## src/rtl/axi_user_arbiter.sv

```systemverilog
// rtl/axi_user_arbiter.sv - two-requester round-robin arbiter issuing single AXI user transactions
module axi_user_arbiter #(
  parameter int unsigned TIMEOUT = 255
) (
  input  logic        M_ACLK,
  input  logic        M_ARESET,
  input  logic        R0_REQ,
  input  logic        R0_WE,
  input  logic [31:0] R0_ADDR,
  input  logic [31:0] R0_WDATA,
  input  logic [3:0]  R0_STRB,
  input  logic [3:0]  R0_BLEN,
  input  logic        R1_REQ,
  input  logic        R1_WE,
  input  logic [31:0] R1_ADDR,
  input  logic [31:0] R1_WDATA,
  input  logic [3:0]  R1_STRB,
  input  logic [3:0]  R1_BLEN,
  output logic        R0_GNT,
  output logic        R0_DONE,
  output logic        R0_ERR,
  output logic [31:0] R0_RDATA,
  output logic        R1_GNT,
  output logic        R1_DONE,
  output logic        R1_ERR,
  output logic [31:0] R1_RDATA,
  output logic        U_WVALID,
  output logic        U_RVALID,
  output logic [31:0] U_AWADDR,
  output logic [31:0] U_ARADDR,
  output logic [31:0] U_WDATA,
  output logic [3:0]  U_STRB,
  output logic [3:0]  U_BLEN,
  input  logic        X_WDONE,
  input  logic        X_RDONE,
  input  logic [31:0] X_RDATA,
  output logic        BUSY,
  output logic        OWNER
);

  typedef enum logic [1:0] {IDLE, ISSUE, WAIT, DONE} state_t;

  localparam logic [7:0] LIMIT = 8'(TIMEOUT);

  state_t      state;
  logic [7:0]  cnt;
  logic        we;

  logic        win;
  logic        sel_we;
  logic [31:0] sel_addr;
  logic [31:0] sel_wdata;
  logic [3:0]  sel_strb;
  logic [3:0]  sel_blen;
  logic [7:0]  cnt_next;
  logic        comp;
  logic        timeout_hit;

  // With both requesting, the one that did not win last time goes next.
  assign win       = (R0_REQ && R1_REQ) ? ~OWNER : R1_REQ;
  assign sel_we    = win ? R1_WE    : R0_WE;
  assign sel_addr  = win ? R1_ADDR  : R0_ADDR;
  assign sel_wdata = win ? R1_WDATA : R0_WDATA;
  assign sel_strb  = win ? R1_STRB  : R0_STRB;
  assign sel_blen  = win ? R1_BLEN  : R0_BLEN;

  // The counter value after this WAIT cycle decides the timeout, so the
  // limit is hit after exactly TIMEOUT WAIT cycles.
  assign cnt_next    = (cnt == 8'hFF) ? cnt : cnt + 8'd1;
  assign comp        = we ? X_WDONE : X_RDONE;
  assign timeout_hit = (LIMIT != 8'd0) && (cnt_next == LIMIT);

  always_ff @(posedge M_ACLK) begin
    if (M_ARESET) begin
      state    <= IDLE;
      cnt      <= 8'd0;
      we       <= 1'b0;
      OWNER    <= 1'b1;
      BUSY     <= 1'b0;
      R0_GNT   <= 1'b0;
      R1_GNT   <= 1'b0;
      R0_DONE  <= 1'b0;
      R1_DONE  <= 1'b0;
      R0_ERR   <= 1'b0;
      R1_ERR   <= 1'b0;
      R0_RDATA <= 32'd0;
      R1_RDATA <= 32'd0;
      U_WVALID <= 1'b0;
      U_RVALID <= 1'b0;
      U_AWADDR <= 32'd0;
      U_ARADDR <= 32'd0;
      U_WDATA  <= 32'd0;
      U_STRB   <= 4'd0;
      U_BLEN   <= 4'd0;
    end else begin
      R0_GNT   <= 1'b0;
      R1_GNT   <= 1'b0;
      R0_DONE  <= 1'b0;
      R1_DONE  <= 1'b0;
      R0_ERR   <= 1'b0;
      R1_ERR   <= 1'b0;
      U_WVALID <= 1'b0;
      U_RVALID <= 1'b0;
      case (state)
        IDLE: begin
          if (R0_REQ || R1_REQ) begin
            state  <= ISSUE;
            BUSY   <= 1'b1;
            OWNER  <= win;
            cnt    <= 8'd0;
            we     <= sel_we;
            R0_GNT <= ~win;
            R1_GNT <= win;
            if (sel_we) begin
              U_WVALID <= 1'b1;
              U_AWADDR <= sel_addr;
              U_WDATA  <= sel_wdata;
              U_STRB   <= sel_strb;
            end else begin
              U_RVALID <= 1'b1;
              U_ARADDR <= sel_addr;
              U_BLEN   <= sel_blen;
            end
          end
        end
        ISSUE: state <= WAIT;
        WAIT: begin
          cnt <= cnt_next;
          if (comp || timeout_hit) begin
            state <= DONE;
            if (OWNER) begin
              R1_DONE <= 1'b1;
              R1_ERR  <= ~comp;
              if (comp && !we) R1_RDATA <= X_RDATA;
            end else begin
              R0_DONE <= 1'b1;
              R0_ERR  <= ~comp;
              if (comp && !we) R0_RDATA <= X_RDATA;
            end
          end
        end
        DONE: begin
          state <= IDLE;
          BUSY  <= 1'b0;
        end
        default: begin
          state <= IDLE;
          BUSY  <= 1'b0;
        end
      endcase
    end
  end

endmodule

```

## config.mk

```make
export PLATFORM = sky130hd
export DESIGN_NAME = axi_user_arbiter
export DESIGN_NICKNAME = d
export VERILOG_FILES = /design/src/rtl/axi_user_arbiter.sv
export SDC_FILE = /design/constraint.sdc
export NUM_CORES = 1
export LEC_CHECK = 0
export ABC_AREA = 0
export CORE_ASPECT_RATIO = 1.5
export CORE_MARGIN = 5
export CORE_UTILIZATION = 41
export CTS_CLUSTER_SIZE = 25
export DETAILED_ROUTE_END_ITERATION = 8
export PLACE_DENSITY = 0.8
export SYNTH_ARGS = -nofsm -noshare
export SYNTH_HDL_FRONTEND = slang
export SYNTH_SLANG_ARGS = --single-unit
export TNS_END_PERCENT = 10
```

## constraint.sdc

```tcl
create_clock -name M_ACLK -period 2 [get_ports M_ACLK]
set_input_delay 0.4 -clock M_ACLK [delete_from_list [all_inputs] [get_ports M_ACLK]]
set_output_delay 0.4 -clock M_ACLK [all_outputs]
set_load 0.05 [all_outputs]
```

# Word level (Yosys, flattened, before mapping)

Index checks and enable logic that the tools add are counted.

Register bits: 189
Output and inout bits: 178

Add/sub/neg operators: 1
Equality and inequality tests: 7
Mux-type cells: 19
Bitwise operators: 8
Reductions and logical operators: 20

Operators with widths:

| kind                | number |
|---|---|
| $mux 32             | 2 |
| $eq 8x8->1 const B  | 2 |
| $mux 8              | 2 |
| $pmux 8 s2          | 1 |
| $add 8x1->8 const B | 1 |
| $mux 1              | 8 |
| $mux 4              | 2 |
| $not 1->1           | 8 |
| $pmux 2 s4          | 1 |
| $reduce_and 2->1    | 4 |
| $reduce_and 4->1    | 2 |
| $reduce_or 4->1     | 2 |
| $reduce_and 3->1    | 2 |
| $reduce_or 3->1     | 2 |
| $eq 2x2->1 const B  | 2 |
| $mux 2              | 2 |
| $ne 2x2->1 const B  | 2 |
| $reduce_bool 2->1   | 2 |
| $eq 2x1->1 const B  | 1 |
| $logic_and 1x1->1   | 2 |
| $logic_not 2->1     | 1 |
| $logic_or 1x1->1    | 2 |
| $pmux 1 s2          | 1 |
| $logic_not 1->1     | 1 |

# Longest topological paths before layout

Depth in word-level cells: 6
Depth in mapped cells: 8
Depth with buffers taken out: 7

# Least setup slack after synthesis

Ideal clock, no wire load.

Path kind: register to register
From: register OWNER
To: register U_ARADDR[10]
Library setup time: 0.081 ns
Arrival: 1.869 ns
Path slack: 0.050 ns
Cell stages (with the launch flop): 9
Path buffers: 3
Clock period less this slack: 1.950 ns
Path through: dfxtp_1 > buf_2 > a21boi_2 > mux2i_1 > nor2b_1 > buf_4 > buf_2 > nor2_1 > a211oi_2

Cells in the longest elaborated chain, start to end: 5
Elaborated cells between the ends (all ways): 6

Ends and longest elaborated chain:

| item                              | RTL line | source |
|---|---|---|
| start: declaration                | 38       | `output logic OWNER` |
| start signal: assignment          | 109      | `OWNER <= win;` |
| $not 1->1 (no source line) *      | n/a      |  |
| $mux 1 *                          | 60       | `assign win = (R0_REQ && R1_REQ) ? ~OWNER : R1_REQ;` |
| $mux 1                            | 61       | `assign sel_we = win ? R1_WE : R0_WE;` |
| $not 1->1 (no source line)        | n/a      |  |
| $reduce_and 3->1 (no source line) | n/a      |  |
| end signal: assignment            | 121      | `U_ARADDR <= sel_addr;` |
| end: declaration                  | 30       | `output logic [31:0] U_ARADDR,` |

Every way passes the cells marked *; elsewhere a longest branch is shown, timed or not.
A chain may end at the register's enable or synchronous reset.

# Worst setup path in the final report

From: register R1_RDATA[21]
To: output port R1_RDATA[21]

RTL lines:

| item                     | RTL line | source |
|---|---|---|
| start: declaration       | 26       | `output logic [31:0] R1_RDATA,` |
| start signal: assignment | 87       | `R1_RDATA <= 32'd0;` |
| start signal: assignment | 134      | `if (comp && !we) R1_RDATA <= X_RDATA;` |

No word-level cell between the ends.

==> results_dict.tcl <==
set metrics [dict create \
    layout.nets 1405 \
    grt_max_degree 73 \
    crit_required_ns 1.60 \
    critPathTopFamily "buffers and inverters" \
    die_x_um 122 \
    finalWirelength_um 25100 \
    dr.first_iter.drc_count 354 \
    fin_crit_sh_pct 98.1 \
    antenna_found_initial 2 \
    hold_violations 0 \
    start_kind "flop" \
    criticalPathCategory "flop to output port" \
    clock-sinks 189 \
    dr.pass1.iters 7 \
    crit_start "R1_RDATA[21]$_SDFFE_PP0P_" \
    grt-ovfl-total 0 \
    tightest_slew_ns 0.559 \
    post_cts_buffers 0 \
    cts_buffer_depth 2 \
    synth-edff-count 0 \
    endpoint "R1_RDATA[21]" \
    drv_cap 0 \
    async_flop_share_pct 0 \
    clk_pin_slew_worst_paths_ns 0.08 \
    synth_nets 1041 \
    cts_buffers 17 \
    fmax_ghz 0.510 \
    post_drt_wl_per_cell_um 17.0 \
    outcome "completed" \
    via_count 7477 \
    crit_fanout 2 \
    syn_avg_cell_area_um2 9.07 \
    r2r_end "R1_DONE$_SDFF_PP0_" \
    ant_nets 0 \
    r2r_start "cnt[5]$_SDFFE_PP0P_" \
    synthCells 852 \
    ys_types 46 \
    grt_pass1_vias 7516 \
    drc 0 \
    fillCellCount 1463 \
    timing.setup.tns_ns 0 \
    synthToLayoutAreaGrowth_pct 61.6 \
    start_util_pct 41.7 \
    synth_seq_area_share_pct 49.0 \
    gp_congestion 0.892 \
    rows 61 \
    fin_crit_ns 1.96 \
    multiInputGateArea_um2 3590 \
    port_buffers 361 \
    track_usage_pct 22.3 \
    synth_flop_cell "dfxtp_1" \
    max_stage_delay_ns 0.80 \
    clock_latency_ns 0.42 \
    syn_area_um2 7730 \
    hold_class "input port to flop" \
    dp_hpwl_um 19600 \
    finish.utilization_pct 67.3 \
    r2r_cells 5 \
    yosys_warnings 0 \
    layout-drive-gt1-share_pct 13.5 \
    clock_skew_ns 0.0113 \
    viasPerCell 5.05 \
    slew_viol_final 0 \
    crit_path_end_kind "output port" \
    relSlewSlack_pct 62.9 \
    io_pins 362 \
    worstPathArrival_ns 1.56 \
    ir_worst_vdd_uv 672 \
    synth_seq_cells 189 \
    crit_cells 1 \
    crit_chain "clkdlybuf4s50_1" \
    dieArea_um2 21800 \
    p_per_area_nw_per_um2 1200 \
    clock-root-buffer "clkbuf_16" \
    cts_tree "yes" \
    dieHeight_um 178 \
    power.leakage_uw 0.00564 \
    path_buf_inv 1 \
    finalSetupViolations 0 \
    h-tree-depth 4 \
    grt_pass1_wl_um 38300 \
    coreArea_um2 18500 \
    cpMaxStageDelayCell "clkdlybuf4s50_1" \
    seqCellArea_um2 3780 \
    r2r_slack_ns 0.16 \
]
layout by cell type, fill, tap and decap left out, types with 7 or more instances in the layout:
| cell | synthesis | final |
|---|---|---|
| a211oi_1 | 72 | 72 |
| a211oi_2 | 34 | 34 |
| a21oi_1 | 75 | 75 |
| buf_12 | 0 | 16 |
| buf_4 | 16 | 71 |
| clkbuf_16 | 0 | 17 |
| clkdlybuf4s50_1 | 0 | 194 |
| dfxtp_1 | 189 | 189 |
| dlygate4sd2_1 | 0 | 91 |
| dlymetal6s2s_1 | 0 | 45 |
| inv_1 | 7 | 7 |
| mux2i_1 | 74 | 74 |
| nand2_1 | 145 | 145 |
| nand3_1 | 10 | 10 |
| nor2_1 | 116 | 112 |
| nor3_1 | 8 | 8 |
per-stage QoR:
stage	setup WS, ns	cell area (um^2)	hold slack (ns)	std cells	total power (uW)
finish	0.0376	12500	0.303	1482	15000
global placement	-0.158	11900	0.441	1449	11900
floorplan	0.0497	7730	0.481	852	9370
CTS	0.0000825	12400	0.285	1481	15100
detailed placement	-0.222	11900	0.446	1449	12000
global route	-0.0131	12500	0.283	1481	15800
per-layer routing:
| metal | wire (um) | GRT usage [%] |
|---|---|---|
| met4 | 872 | 9.86 |
| met5 | 27 | 0 |
| met3 | 1990 | 6.31 |
| met1 | 8970 | 23.3 |
| met2 | 13300 | 41.1 |
what timing repair did:
| action | CTS | global route |
|---|---|---|
| gates cloned | 0 | 0 |
| resized for setup | 91 | 49 |
| hold buffers | 0 | 0 |
| endpoints found under the hold margin | 0 | 0 |
| setup endpoints to repair | 91 | 52 |
worst min-delay path by stage:
stage                                    from                   endpoint  slack [ns]  cells past startpoint
floorplan               state[0]$_SDFFE_PP0P_      state[0]$_SDFFE_PP0P_        0.48                      2
global placement    R0_RDATA[18]$_SDFFE_PP0P_  R0_RDATA[18]$_SDFFE_PP0P_        0.44                      2
detailed placement  R0_RDATA[15]$_SDFFE_PP0P_  R0_RDATA[15]$_SDFFE_PP0P_        0.45                      2
CTS                                  M_ARESET  R0_RDATA[15]$_SDFFE_PP0P_        0.28                      2
global route                         M_ARESET  R0_RDATA[15]$_SDFFE_PP0P_        0.28                      2
finish                               M_ARESET   R0_RDATA[8]$_SDFFE_PP0P_        0.30                      2
registers in the layout (all words and copies together) (netlist names), 2 cells and up:
| register | cells |
|---|---|
| R0_RDATA | 32 |
| R1_RDATA | 32 |
| U_ARADDR | 32 |
| U_AWADDR | 32 |
| U_WDATA | 32 |
| cnt | 8 |
| U_BLEN | 4 |
| U_STRB | 4 |
| state | 2 |
cells in the mapped netlist, drive strengths merged (2+ instances only):
library cell	count	area, um^2
o211ai	2	15.0
nand2	145	544
o21ai	4	20.0
or4	2	15.0
inv	7	26.3
nand3	11	60.1
a311oi	2	17.5
a221oi	2	23.8
mux2i	74	741
ha	5	62.6
a211oi	106	966
nor3	8	40.0
buf	39	239
nor2	116	435
dfxtp	189	3780
clkbuf	34	128
a31oi	2	12.5
o21a	2	15.0
or2	2	12.5
nor3b	5	37.5
a21oi	75	375
nor2b	4	25.0
cell families after synthesis:
family          synth area share (%)
compound gates                  19.8
flops                           49.0
buf+inv                         5.08
fa+ha+maj                      0.809
mux                             9.58
simple gates                    15.8
final cells by class:
class | instances | area share, %
Timing Repair Buffer | 418 | 33.4
Clock inverter | 15 | 1.42
Antenna cell | 1 | 0.0200
Tap cell | 252 | 2.52
Inverter | 7 | 0.210
Sequential cell | 189 | 30.3
Clock buffer | 17 | 3.41
Multi-Input combinational cell | 583 | 28.8
report_power, final:
part           internal, uW  total, uW  leakage [uW]  switching (uW)
Clock                  1790       3390      0.000281            1600
Sequential             4450       4820       0.00155             368
Combinational          2350       6760       0.00381            4410
Total                  8590      15000       0.00564            6380
Note: power is estimated with default switching activity, not from simulation.
